### src/rtl/kbd_rx_pkg.sv
// Shared definitions for the keyboard serial receiver.
//   - Default timing and buffer parameters
//   - Frame constants (8N1)
//   - Receiver FSM state encoding
package kbd_rx_pkg;

    // Default clock cycles per serial bit (must be even and >= 4).
    localparam int unsigned DEF_CLKS_PER_BIT = 16;
    // Default receive buffer depth (must be a power of two and >= 2).
    localparam int unsigned DEF_FIFO_DEPTH   = 8;
    // Data bits per frame.
    localparam int unsigned DATA_BITS        = 8;

    typedef logic [DATA_BITS-1:0] kbd_byte_t;

    typedef enum logic [1:0] {
        StIdle  = 2'd0,
        StStart = 2'd1,
        StData  = 2'd2,
        StStop  = 2'd3
    } rx_state_e;

endpackage

### src/rtl/kbd_rx_fifo.sv
// byte_fifo: synchronous first-word-fall-through byte buffer.
// Ports:
//   i_clk, i_rst_n  clock / asynchronous active-low reset
//   i_push, i_data  write strobe and byte
//   i_pop           read strobe (ignored when empty)
//   o_data          byte at the head (raw memory read)
//   o_full, o_empty occupancy flags
//   o_count         number of stored entries, log2(DEPTH)+1 bits
// A push while full is accepted only when a pop happens in the same cycle.
module byte_fifo
    import kbd_rx_pkg::*;
#(
    parameter int unsigned DEPTH = DEF_FIFO_DEPTH,
    localparam int unsigned AW   = $clog2(DEPTH)
) (
    input  logic            i_clk,
    input  logic            i_rst_n,
    input  logic            i_push,
    input  logic [7:0]      i_data,
    input  logic            i_pop,
    output logic [7:0]      o_data,
    output logic            o_full,
    output logic            o_empty,
    output logic [AW:0]     o_count
);

    localparam logic [AW:0] FULL_COUNT = (AW + 1)'(DEPTH);

    logic [7:0]    r_mem [DEPTH];
    logic [AW-1:0] r_wr_ptr;
    logic [AW-1:0] r_rd_ptr;
    logic [AW:0]   r_count;

    logic w_do_pop;
    logic w_do_push;

    assign o_full   = (r_count == FULL_COUNT);
    assign o_empty  = (r_count == '0);
    assign o_count  = r_count;
    assign o_data   = r_mem[r_rd_ptr];

    // A pop on an empty buffer is a no-op; a push into a full buffer only
    // fits if the head leaves in the same cycle.
    assign w_do_pop  = i_pop & ~o_empty;
    assign w_do_push = i_push & (~o_full | w_do_pop);

    always_ff @(posedge i_clk or negedge i_rst_n) begin
        if (!i_rst_n) begin
            for (int i = 0; i < int'(DEPTH); i++) begin
                r_mem[i] <= 8'h00;
            end
        end else if (w_do_push) begin
            r_mem[r_wr_ptr] <= i_data;
        end
    end

    // Pointers are exactly AW bits wide, so they wrap modulo DEPTH.
    always_ff @(posedge i_clk or negedge i_rst_n) begin
        if (!i_rst_n) begin
            r_wr_ptr <= '0;
            r_rd_ptr <= '0;
            r_count  <= '0;
        end else begin
            if (w_do_push) begin
                r_wr_ptr <= r_wr_ptr + 1'b1;
            end
            if (w_do_pop) begin
                r_rd_ptr <= r_rd_ptr + 1'b1;
            end
            unique case ({w_do_push, w_do_pop})
                2'b10:   r_count <= r_count + 1'b1;
                2'b01:   r_count <= r_count - 1'b1;
                default: r_count <= r_count;
            endcase
        end
    end

endmodule

### src/rtl/kbd_rx.sv
// kbd_rx: 8N1 serial keyboard receiver with a byte buffer.
// Ports:
//   clock, reset_n   system clock / asynchronous active-low reset
//   rx               asynchronous serial line, idle high, LSB first
//   read             CPU pop strobe (one cycle per byte)
//   data, valid      head of the receive buffer; data is 0 while empty
//   overflow         sticky: a byte was dropped because the buffer was full
//   framing_error    sticky: a stop bit was sampled low
//   clear_errors     synchronous clear of both sticky flags
module kbd_rx
    import kbd_rx_pkg::*;
#(
    parameter int unsigned CLKS_PER_BIT = DEF_CLKS_PER_BIT,
    parameter int unsigned FIFO_DEPTH   = DEF_FIFO_DEPTH
) (
    input  logic       clock,
    input  logic       reset_n,
    input  logic       rx,
    input  logic       read,
    output logic [7:0] data,
    output logic       valid,
    output logic       overflow,
    output logic       framing_error,
    input  logic       clear_errors
);

    localparam int unsigned TW = $clog2(CLKS_PER_BIT);
    localparam int unsigned BW = $clog2(DATA_BITS);
    localparam int unsigned CW = $clog2(FIFO_DEPTH) + 1;

    localparam logic [TW-1:0] HALF_TICK = TW'(CLKS_PER_BIT / 2 - 1);
    localparam logic [TW-1:0] FULL_TICK = TW'(CLKS_PER_BIT - 1);
    localparam logic [BW-1:0] LAST_BIT  = BW'(DATA_BITS - 1);

    // Synchronizer and edge detector
    logic r_sync1;
    logic r_sync2;
    logic r_rx_prev;
    logic w_rx_s;
    logic w_fall;

    // FSM and datapath
    rx_state_e r_state;
    rx_state_e w_state_next;
    logic [TW-1:0] r_timer;
    logic [BW-1:0] r_bit_cnt;
    kbd_byte_t     r_shift;

    logic w_half_tick;
    logic w_full_tick;
    logic w_timer_clr;
    logic w_shift_en;
    logic w_push;
    logic w_frame_err;

    // Buffer interface
    logic [7:0]    w_fifo_head;
    logic          w_fifo_full;
    logic          w_fifo_empty;
    logic [CW-1:0] w_fifo_count;
    logic          w_drop;

    logic r_overflow;
    logic r_framing_error;

    // ------------------------------------------------------------------
    // Two-flop synchronizer; r_rx_prev holds the previous synchronized
    // value for falling-edge detection. All reset to the idle-line level.
    // ------------------------------------------------------------------
    always_ff @(posedge clock or negedge reset_n) begin
        if (!reset_n) begin
            r_sync1   <= 1'b1;
            r_sync2   <= 1'b1;
            r_rx_prev <= 1'b1;
        end else begin
            r_sync1   <= rx;
            r_sync2   <= r_sync1;
            r_rx_prev <= r_sync2;
        end
    end

    assign w_rx_s = r_sync2;
    // Edge-triggered start: a line held low after a bad frame never restarts.
    assign w_fall = r_rx_prev & ~w_rx_s;

    assign w_half_tick = (r_timer == HALF_TICK);
    assign w_full_tick = (r_timer == FULL_TICK);

    // ------------------------------------------------------------------
    // FSM: state register
    // ------------------------------------------------------------------
    always_ff @(posedge clock or negedge reset_n) begin
        if (!reset_n) begin
            r_state <= StIdle;
        end else begin
            r_state <= w_state_next;
        end
    end

    // ------------------------------------------------------------------
    // FSM: next-state logic
    // ------------------------------------------------------------------
    always_comb begin
        w_state_next = r_state;
        unique case (r_state)
            StIdle: begin
                if (w_fall) begin
                    w_state_next = StStart;
                end
            end
            StStart: begin
                // Mid-bit recheck rejects glitches shorter than half a bit.
                if (w_half_tick) begin
                    w_state_next = w_rx_s ? StIdle : StData;
                end
            end
            StData: begin
                if (w_full_tick && (r_bit_cnt == LAST_BIT)) begin
                    w_state_next = StStop;
                end
            end
            StStop: begin
                if (w_full_tick) begin
                    w_state_next = StIdle;
                end
            end
            default: w_state_next = StIdle;
        endcase
    end

    // ------------------------------------------------------------------
    // FSM: outputs (datapath controls)
    // ------------------------------------------------------------------
    always_comb begin
        w_timer_clr = 1'b0;
        w_shift_en  = 1'b0;
        w_push      = 1'b0;
        w_frame_err = 1'b0;
        unique case (r_state)
            StIdle: begin
                w_timer_clr = 1'b1;
            end
            StStart: begin
                // Restart the timer so data samples land on bit centres.
                w_timer_clr = w_half_tick;
            end
            StData: begin
                w_timer_clr = w_full_tick;
                w_shift_en  = w_full_tick;
            end
            StStop: begin
                w_timer_clr = w_full_tick;
                w_push      = w_full_tick & w_rx_s;
                w_frame_err = w_full_tick & ~w_rx_s;
            end
            default: w_timer_clr = 1'b1;
        endcase
    end

    // ------------------------------------------------------------------
    // Bit timer, bit counter and shift register
    // ------------------------------------------------------------------
    always_ff @(posedge clock or negedge reset_n) begin
        if (!reset_n) begin
            r_timer <= '0;
        end else if (w_timer_clr) begin
            r_timer <= '0;
        end else begin
            r_timer <= r_timer + 1'b1;
        end
    end

    always_ff @(posedge clock or negedge reset_n) begin
        if (!reset_n) begin
            r_bit_cnt <= '0;
        end else if (r_state != StData) begin
            r_bit_cnt <= '0;
        end else if (w_shift_en) begin
            r_bit_cnt <= r_bit_cnt + 1'b1;
        end
    end

    // LSB arrives first, so shift in from the top.
    always_ff @(posedge clock or negedge reset_n) begin
        if (!reset_n) begin
            r_shift <= '0;
        end else if (w_shift_en) begin
            r_shift <= {w_rx_s, r_shift[DATA_BITS-1:1]};
        end
    end

    // ------------------------------------------------------------------
    // Receive buffer
    // ------------------------------------------------------------------
    byte_fifo #(
        .DEPTH (FIFO_DEPTH)
    ) u_fifo (
        .i_clk   (clock),
        .i_rst_n (reset_n),
        .i_push  (w_push),
        .i_data  (r_shift),
        .i_pop   (read),
        .o_data  (w_fifo_head),
        .o_full  (w_fifo_full),
        .o_empty (w_fifo_empty),
        .o_count (w_fifo_count)
    );

    // A simultaneous pop makes room, so only an unpaired push into a full
    // buffer is lost.
    assign w_drop = w_push & w_fifo_full & ~read;

    // ------------------------------------------------------------------
    // Sticky error flags; a new error event wins over clear_errors.
    // ------------------------------------------------------------------
    always_ff @(posedge clock or negedge reset_n) begin
        if (!reset_n) begin
            r_overflow      <= 1'b0;
            r_framing_error <= 1'b0;
        end else begin
            if (w_drop) begin
                r_overflow <= 1'b1;
            end else if (clear_errors) begin
                r_overflow <= 1'b0;
            end
            if (w_frame_err) begin
                r_framing_error <= 1'b1;
            end else if (clear_errors) begin
                r_framing_error <= 1'b0;
            end
        end
    end

    assign valid         = ~w_fifo_empty;
    assign data          = (w_fifo_count != '0) ? w_fifo_head : 8'h00;
    assign overflow      = r_overflow;
    assign framing_error = r_framing_error;

endmodule
### config.mk
export PLATFORM = sky130hd
export DESIGN_NAME = kbd_rx
export DESIGN_NICKNAME = d
export VERILOG_FILES = /design/src/rtl/kbd_rx_pkg.sv /design/src/rtl/kbd_rx_fifo.sv /design/src/rtl/kbd_rx.sv
export SDC_FILE = /design/constraint.sdc
export NUM_CORES = 1
export LEC_CHECK = 0
export BUFFER_PORTS_ARGS = -buffer_cell sky130_fd_sc_hd__buf_2
export CORE_ASPECT_RATIO = 0.9
export CORE_MARGIN = 3
export CORE_UTILIZATION = 50
export CTS_BUF_LIST = sky130_fd_sc_hd__clkbuf_16
export DETAILED_ROUTE_END_ITERATION = 12
export PLACE_DENSITY_LB_ADDON = 0.15
export SYNTH_ARGS = -nofsm -noshare
export SYNTH_HDL_FRONTEND = slang
export SYNTH_SLANG_ARGS = --single-unit
### constraint.sdc
create_clock -name clock -period 2.9 [get_ports clock]
set_clock_uncertainty 0.2 [all_clocks]
set_input_delay 0 -clock clock [delete_from_list [all_inputs] [get_ports clock]]
set_output_delay 0 -clock clock [all_outputs]
set_load 0.005 [all_outputs]
* Word level (Yosys, flattened, before mapping)
Index checks and enable logic that the tools add are counted. W data, S select, Z words.
Word-level totals: output and inout port bits 11, bits in read-only memories 0, flip-flop bits (word level) 96, bits of input ports 5, bits in latches 0, logic and storage cells 92, memories kept 0, bits in writable memories 0
Cells by class: reduce and logical (&&, ||, !) cells 11, shift-type cells 0, add/subtract/negate cells 6, order comparisons 3, equal/unequal tests 14, bitwise logic cells 14, mux-type cells 24, divide/modulo/power cells 0, multiply operators 0
Operators by type and width (number):
- $bwmux W64 | 1
- $mux W8 | 4
- $bmux W8 S3 | 1
- $demux W8 S3 | 1
- $mux W2 | 5
- $ne A2 B2 Y1 const B | 5
- $add A3 B1 Y3 const B | 3
- $add A4 B1 Y4 const B | 2
- $eq A4 B4 Y1 const B | 2
- $ge A4 B4 Y1 const B | 2
- $not A3 Y4 | 2
- $pmux W2 S4 | 1
- $pmux W4 S2 | 1
- $reduce_bool A2 Y1 | 4
- $and A1 B1 Y1 | 7
- $eq A2 B2 Y1 const B | 3
- $mux W1 | 6
- $mux W3 | 2
- $eq A2 B1 Y1 const B | 2
- $eq A4 B3 Y1 const B | 1
- $logic_not A4 Y1 | 1
- $lt A4 B1 Y1 const B | 1
- $mux W4 | 1
- $not A1 Y1 | 4
- 9 further kinds | 10

* Depth between registers and ports, before layout
Gate-level depths: netlist of run 1.
word-level depth 7, gate-level depth with buffers 12, depth with buffers taken out 10

* Modules after synthesis
Synthesis of run 1 repeated with hierarchy kept, for this count alone.
Unflattened totals: cell total of the unflattened synthesis 315, area total of the unflattened synthesis 4652.0 µm²
By module, submodules not included:
- byte_fifo | seq. area each 1851.8 µm², area an instance 3632.2 µm², cells each 230, times used 1
- kbd_rx | seq. area each 554.3 µm², area an instance 1019.7 µm², cells each 85, times used 1

* Worst setup path before layout of run 1
Ideal clock, no wire load.
path type reg2reg, start point register r_timer[0], end point register u_fifo.r_count[3], in the netlist u_fifo.o_count[3], setup slack -0.242 ns, data required time 2.610 ns, setup time 0.090 ns, cell stages (with the launch flop) 12, arrival 2.852 ns, buffers on the path 3, cells stage by stage dfrtp_1 > ha_1 > nand3_1 > buf_2 > buf_2 > a211oi_1 > inv_1 > ha_1 > clkbuf_1 > or4b_2 > a21o_1 > o221ai_1
Between the ends: longest elaborated chain between the ends 6, elaborated cells between the ends (all ways) 8
RTL lines:
- start: declaration | RTL line kbd_rx.sv:45 | logic [TW-1:0] r_timer;
- start signal: assignment | RTL line kbd_rx.sv:169 | r_timer <= r_timer + 1'b1;
- $eq A4 B4 Y1 * | RTL line kbd_rx.sv:87 | assign w_full_tick = (r_timer == FULL_TICK);
- $and A1 B1 Y1 * | RTL line kbd_rx.sv:153 | w_push = w_full_tick & w_rx_s;
- $mux W1 * | RTL line kbd_rx.sv:139 | unique case (r_state)
- $and A1 B1 Y1 * | RTL line kbd_rx_fifo.sv:45 | assign w_do_push = i_push & (~o_full | w_do_pop);
- $eq A2 B1 Y1 / $eq A2 B2 Y1 (equally long branches) | RTL line kbd_rx_fifo.sv:70 | unique case ({w_do_push, w_do_pop})
- $pmux W4 S2 / $reduce_bool A2 Y1 (equally long branches)
- end signal: assignment | RTL line kbd_rx_fifo.sv:71 | 2'b10: r_count <= r_count + 1'b1;
- end signal: assignment | RTL line kbd_rx_fifo.sv:72 | 2'b01: r_count <= r_count - 1'b1;
- end signal: assignment | RTL line kbd_rx_fifo.sv:73 | default: r_count <= r_count;
- end: declaration | RTL line kbd_rx_fifo.sv:32 | logic [AW:0] r_count;
Mark *: on every way between the ends. The rest lies on a longest branch, timed or not. A chain may end at the register's enable or synchronous reset.

* Worst setup path in the final report of run 1
start point register u_fifo.r_count[0], in the netlist u_fifo.o_count[0], end point register u_fifo.r_count[3], in the netlist u_fifo.o_count[3]
Between the ends: longest elaborated chain between the ends 7, elaborated cells between the ends (all ways) 13
RTL lines:
- $logic_not A4 Y1 * | RTL line kbd_rx_fifo.sv:38 | assign o_empty = (r_count == '0);
- $not A1 Y1 * | RTL line kbd_rx_fifo.sv:44 | assign w_do_pop = i_pop & ~o_empty;
- $and A1 B1 Y1 * | RTL line kbd_rx_fifo.sv:44
- named net u_fifo.w_do_pop | RTL line kbd_rx_fifo.sv:34 | logic w_do_pop;
- $or A1 B1 Y1 | RTL line kbd_rx_fifo.sv:45
- $and A1 B1 Y1 | RTL line kbd_rx_fifo.sv:45
- $eq A2 B1 Y1 / $eq A2 B2 Y1 (equally long branches) | RTL line kbd_rx_fifo.sv:70
- $pmux W4 S2 / $reduce_bool A2 Y1 (equally long branches)
Mark *: on every way through the listed nets, which the timed path passes. The rest lies on a longest branch.

==> flow_metrics.env, run 1 <==
export IMPL_slowest_stage="or4_1"
export IMPL_place_hpwl_um=5470
export IMPL_die_w_um=107
export IMPL_crit_buf_inv=1
export IMPL_ys_types=42
export IMPL_start_kind="register"
export IMPL_grt_pass1_vias=2829
export IMPL_cpLargestDelayFamily="simple AND/OR/NAND/NOR gates"
export IMPL_drcViolationCount=0
export IMPL_cp_arrival_ns=2.81
export IMPL_r2r_start="u_fifo.o_count[0]$_DFFE_PN0P_"
export IMPL_final_setup_viol_count=0
export IMPL_cts_sinks=96
export IMPL_synth_area_leaders="dfrtp_1 (51%), mux2_2 (18%), mux4_2 (7.9%)"
export IMPL_drt_iter0_drc=109
export IMPL_routed_wl_um=8680
export IMPL_die_area_um2=10300
export IMPL_vias=2639
export IMPL_status="finished clean"
export IMPL_finalCritPeriodShare_pct=95.3
export IMPL_cp_max_fo=7
export IMPL_antenna_found_initial=0
export IMPL_grt_pass1_wl_um=14900
export IMPL_portBuffers=15
export IMPL_worst_setup_path_type="register to register"
export IMPL_tightest_slew_ns=0.720
export IMPL_utilization_pct=59.7
export IMPL_start_util_pct=52.4
export IMPL_synth_avg_cell_area_um2=15.2
export IMPL_row_count=32
export IMPL_clkTransAtPathRegs_ns=0.06
export IMPL_n_antenna_cell=0
export IMPL_yosysTopAreaCell="dfrtp_1"
export IMPL_cts_tree="built"
export IMPL_synth_top_cell_area_share_pct=50.9
export IMPL_syn_nets=315
export IMPL_ys_ff_latch=96
export IMPL_clock_path_buffers=2
export IMPL_grt_usage_pct=18.6
export IMPL_p_per_area_nw_per_um2=658
export IMPL_cp_end_kind="register"
export IMPL_synth_edf_count=0
export IMPL_period_minus_slack_ns=2.76
export IMPL_async_flop_share_pct=100
export IMPL_crit_required_ns=2.95
export IMPL_slew_violations=0
export IMPL_coreArea_um2=8730
export IMPL_yosys_warnings=0
export IMPL_syn_to_final_growth_pct=13.9
export IMPL_cts_setup_buffers=0
export IMPL_synth_ff_type="dfrtp_1"
export IMPL_vias_per_cell=5.75
export IMPL_synth_cells=302
export IMPL_hold_viol_final=0
export IMPL_wl_per_cell_um=18.9
export IMPL_numCtsBuffers=9
export IMPL_slowest_delay_ns=0.63
export IMPL_hold_path_class="input port to async pin"
export IMPL_drive_gt1_share_pct=46.5
export IMPL_r2r_end="u_fifo.o_count[3]$_DFFE_PN0P_"
export IMPL_dpl_cell_count=439
export IMPL_fin_cells=459
export IMPL_fin_nets=348
export IMPL_synth_most_common_cell="dfrtp_1"
export IMPL_synth_seq_area_share_pct=52.6
export IMPL_worstSkewPairLatency_ns=0.34
export IMPL_r2r_cells=7
export IMPL_gp_congestion=0.723
export IMPL_relSlewSlack_pct=52.0
export IMPL_power_leakage_nw=2.37
export IMPL_gr_total_overflow=0
export IMPL_clock_fmax_ghz=0.362
export IMPL_grt_max_degree=56
export IMPL_worstPathCellList="or4_1 -> nand2_1 -> inv_1 -> ha_1 -> or4b_2 -> a21o_1 -> o221ai_1"
export IMPL_worst_r2r_setup_slack_ns=0.14
export IMPL_peakVddDrop_mv=0.338
export IMPL_dr_pass1_iters=4
export IMPL_synth_common_cells="dfrtp_1 (93), mux2_2 (73), mux4_2 (16)"
export IMPL_ios=16
export IMPL_cts_max_level=3
export IMPL_synth_area_um2=4580
export IMPL_die_h_um=96.8
export IMPL_fin_setup_tns_ns=0
export IMPL_ant_nets=0
export IMPL_rsz0062_at_grt="no"
export IMPL_clock_root_buffer="clkbuf_16"
export IMPL_maxCapViolations=0
==> sequential cells by signal (all words and copies together), names as in the netlist, named ones only <==
| register | flops |
|---|---|
| framing_error | 1 |
| r_bit_cnt | 3 |
| overflow | 1 |
| r_timer | 4 |
| r_shift | 8 |
| u_fifo.r_rd_ptr | 3 |
| r_state | 1 |
| r_sync1 | 1 |
| r_sync2 | 1 |
| u_fifo.r_mem | 64 |
| u_fifo.o_count | 4 |
| u_fifo.r_wr_ptr | 3 |
| r_rx_prev | 1 |
==> what timing repair did <==
action                                 in CTS  in global routing
hold buffers                                4                  0
gates resized for setup                     0                  0
endpoints found under the hold margin      60                  0
==> placed cells by master, fill, tap and decap left out, types with 6 or more instances in the layout <==
cell       synthesis  layout
inv_1              7       8
ha_1               8       8
a22o_1             8       8
nor2_1             8       8
mux2_2            73      73
buf_4              2      19
clkbuf_16          0       9
a2111oi_4          8       8
xnor2_1            6       6
mux4_2            16      16
dfrtp_1           93      93
buf_2              8      14
==> through the flow <==
| stage | hold slack (ns) | area [um^2] | worst slack, ns | total power [mW] |
|---|---|---|---|---|
| global placement | -0.0990 | 4900 | 0.230 | 2.35 |
| floorplan | -0.496 | 4590 | 0.00238 | 2.12 |
| detailed placement | -0.0914 | 4900 | 0.148 | 2.37 |
| global route | 0.116 | 5210 | 0.0194 | 3.62 |
| finish | 0.0607 | 5210 | 0.137 | 3.43 |
| CTS | 0.0988 | 5210 | 0.127 | 3.47 |
==> kinds of logic after synthesis <==
logic type / after synthesis / synth area share, %
xor+xnor: 10 / 1.91
mux: 94 / 27.0
flops: 96 / 52.6
fa+ha+maj: 8 / 2.19
simple gates: 41 / 5.36
buf+inv: 23 / 2.27
compound gates: 30 / 8.70
==> cell type report <==
type | instances | area (um^2)
fillers | 721 | 3520
clock buffers | 9 | 225
well taps | 119 | 149
repair buffers | 38 | 273
flip-flops and latches | 96 | 2410
multi-input cells | 183 | 2090
inverters | 7 | 26.3
clock inverters | 7 | 47.5
==> how the worst max path moves through the flow <==
stage	startpoint	end	depth (start not counted)
after global placement	u_fifo.o_count[0]$_DFFE_PN0P_	u_fifo.o_count[3]$_DFFE_PN0P_	7
after global routing	u_fifo.o_count[0]$_DFFE_PN0P_	u_fifo.o_count[2]$_DFFE_PN0P_	9
after detailed placement	u_fifo.o_count[0]$_DFFE_PN0P_	u_fifo.o_count[3]$_DFFE_PN0P_	7
final	u_fifo.o_count[0]$_DFFE_PN0P_	u_fifo.o_count[3]$_DFFE_PN0P_	7
after CTS	u_fifo.o_count[0]$_DFFE_PN0P_	u_fifo.o_count[3]$_DFFE_PN0P_	7
after floorplan	r_timer[0]$_DFF_PN0_	u_fifo.o_count[3]$_DFFE_PN0P_	11
==> power by group <==
part	switching [mW]	leakage, nW	total, mW	internal [mW]
Sequential	0.0954	1.30	1.52	1.43
Combinational	0.482	0.944	0.811	0.329
Clock	0.514	0.127	1.09	0.580
Total	1.09	2.37	3.43	2.34
==> layer usage <==
metal,track usage [%],wire length [um],vias to the layer above
li1,-,-,1197
met1,27.4,4190,1405
met2,28.2,4170,27
met3,4.40,238,10
met4,4.23,78,0
met5,0,0,-
Power figures use the tool's default switching activity.
==> inputs of run 2 (changes only) <==
Settings changed: RECOVER_POWER set to 50, SETUP_SLACK_MARGIN set to 0.4, TNS_END_PERCENT set to 20.
==> flow_metrics.env, run 2 (synthesis gave the netlist of run 1 again) <==
export IMPL_final_setup_viol_count=0
export IMPL_row_count=32
export IMPL_r2r_start="r_sync2$_DFF_PN1_"
export IMPL_crit_required_ns=2.70
export IMPL_cp_arrival_ns=2.24
export IMPL_power_leakage_nw=2.45
export IMPL_min_to="r_sync1$_DFF_PN1_"
export IMPL_worst_r2r_setup_slack_ns=0.46
export IMPL_drt_iter0_drc=94
export IMPL_grt_max_degree=56
export IMPL_hold_path_class="input port to register"
export IMPL_portBuffers=15
export IMPL_drive_gt1_share_pct=51.9
export IMPL_clock_path_buffers=2
export IMPL_peakVddDrop_mv=0.459
export IMPL_die_w_um=107
export IMPL_start_util_pct=52.4
export IMPL_combinationalPowerShare_pct=25.7
export IMPL_hold_viol_final=0
export IMPL_grt_pass1_vias=2810
export IMPL_final_cell_mix="dfrtp_1 (89), mux2_2 (73), buf_4 (28), mux4_2 (16), buf_2 (14)"
export IMPL_largest_register_ffs=64
export IMPL_r2r_end="u_fifo.o_count[2]$_DFFE_PN0P_"
export IMPL_clockPowerShare_pct=31.9
export IMPL_p_per_area_nw_per_um2=689
export IMPL_p_int_mw=2.56
export IMPL_gp_congestion=0.728
export IMPL_worstPathCellList="or4_4 -> buf_4 -> and2_1 -> a22o_1 -> buf_2"
export IMPL_start_kind="register"
export IMPL_final_common_cell="dfrtp_1"
export IMPL_cp_end_kind="primary output"
export IMPL_fin_setup_tns_ns=0
export IMPL_place_area_um2=4920
export IMPL_regMostFlops="u_fifo.r_mem"
export IMPL_worstSkewPairLatency_ns=0.34
export IMPL_vias=2691
export IMPL_wl_per_cell_um=19.6
export IMPL_fin_nets=359
export IMPL_switching_share_pct=31.4
export IMPL_n_fill_cell=695
export IMPL_drcViolationCount=0
export IMPL_antenna_found_initial=0
export IMPL_grt_pass1_wl_um=15100
export IMPL_hold_start="rx"
export IMPL_r2r_cells=9
export IMPL_switchingPower_mw=1.17
export IMPL_routed_wl_um=9230
export IMPL_hold_depth=2
export IMPL_place_hpwl_um=5390
export IMPL_coreArea_um2=8730
export IMPL_tightest_slew_ns=1.40
export IMPL_ios=16
export IMPL_slowest_delay_ns=0.56
export IMPL_cts_sinks=96
export IMPL_slowest_stage="or4_4"
export IMPL_syn_to_final_growth_pct=18.2
export IMPL_worst_setup_path_type="register to primary output"
export IMPL_relSlewSlack_pct=6.53
export IMPL_die_area_um2=10300
export IMPL_cts_tree="built"
export IMPL_finalCritPeriodShare_pct=84.3
export IMPL_cp_max_fo=8
export IMPL_clock_root_buffer="clkbuf_16"
export IMPL_grt_usage_pct=19.0
export IMPL_dr_pass1_iters=4
export IMPL_n_antenna_cell=0
export IMPL_stdcell_area_um2=5410
export IMPL_maxCapViolations=0
export IMPL_period_minus_slack_ns=2.44
export IMPL_gr_total_overflow=0
export IMPL_clock_fmax_ghz=0.409
export IMPL_die_h_um=96.8
export IMPL_cts_max_level=3
export IMPL_clkTransAtPathRegs_ns=0.07
export IMPL_ant_nets=0
export IMPL_rsz0062_at_grt="yes"
export IMPL_sequentialPowerShare_pct=42.4
export IMPL_slew_violations=0
export IMPL_status="finished clean"
export IMPL_vias_per_cell=5.73
export IMPL_reg_top3="u_fifo.r_mem: 64 flops, r_shift: 8 flops"
export IMPL_numCtsBuffers=9
[run 2: cell types whose count changed in the layout (fill, tap and decap cells not counted), moves of 2 or more]
cell,previous run,this run
buf_4,19,28
dfrtp_1,93,89
dfrtp_2,0,4
ha_1,8,6
ha_4,0,2
inv_1,8,6
inv_2,0,2
[run 2: layout make-up]
class	count	area (um^2)	share of cell area, %
Tap cell	119	149	2.75
Timing Repair Buffer	49	365	6.75
Clock inverter	7	71.3	1.32
Sequential cell	96	2410	44.6
Multi-Input combinational cell	183	2160	40.0
Inverter	7	26.3	0.486
Clock buffer	9	225	4.16
[run 2: worst max-delay path by stage]
stage               depth (start not counted)                     startpoint                            end  slack [ns]
floorplan                                   9  u_fifo.o_count[1]$_DFFE_PN0P_  u_fifo.o_count[3]$_DFFE_PN0P_        0.33
global route                                9              r_sync2$_DFF_PN1_  u_fifo.o_count[2]$_DFFE_PN0P_        0.30
finish                                      5  u_fifo.o_count[3]$_DFFE_PN0P_                        data[3]        0.46
CTS                                         8  u_fifo.o_count[0]$_DFFE_PN0P_  u_fifo.o_count[3]$_DFFE_PN0P_        0.39
global placement                            9  u_fifo.o_count[0]$_DFFE_PN0P_  u_fifo.o_count[2]$_DFFE_PN0P_        0.35
detailed placement                          9  u_fifo.o_count[0]$_DFFE_PN0P_  u_fifo.o_count[2]$_DFFE_PN0P_        0.30
[run 2: power by group through the flow]
stage / logic, mW / registers, mW / clock network (mW)
after global routing: 1.04 / 1.59 / 1.27
after detailed placement: 0.776 / 1.61 / 0
after CTS: 0.899 / 1.57 / 1.22
final: 0.960 / 1.58 / 1.19
after global placement: 0.766 / 1.60 / 0
after floorplan: 0.665 / 1.52 / 0
[run 2: routing by layer]
layer	global-route usage (%)	up-vias	routed length [um]
li1	-	1220	-
met1	26.9	1428	4350
met2	30.2	36	4510
met3	4.74	7	296
met4	3.44	0	71
met5	0	-	0
[run 2: metrics by stage]
step / power [mW] / setup WS (ns) / std cells / utilization, % / hold slack, ns
after global routing: 3.90 / 0.298 / 470 / 62.0 / 0.103
after detailed placement: 2.39 / 0.296 / 436 / 56.4 / -0.101
final: 3.73 / 0.455 / 470 / 62.0 / 0.103
after global placement: 2.37 / 0.350 / 436 / 56.4 / -0.104
after CTS: 3.69 / 0.394 / 463 / 61.1 / 0.0834
after floorplan: 2.19 / 0.331 / 302 / - / -0.496
[run 2: what timing repair did]
item,CTS,global route
hold buffers,4,0
buffers inserted,7,7
endpoints found under the hold margin,60,0
setup endpoints to repair,2,2
gates resized for setup,3,7
pin swaps,2,6
[run 2: worst max-delay path, delay by kind of cell, from the launching register on]
kind / cells / cell delay [ns]
buffers and inverters: 2 / 0.29
flip-flops: 1 / 0.42
AND/OR/NAND/NOR: 2 / 0.88
AO/OA/AOI/OAI: 1 / 0.31
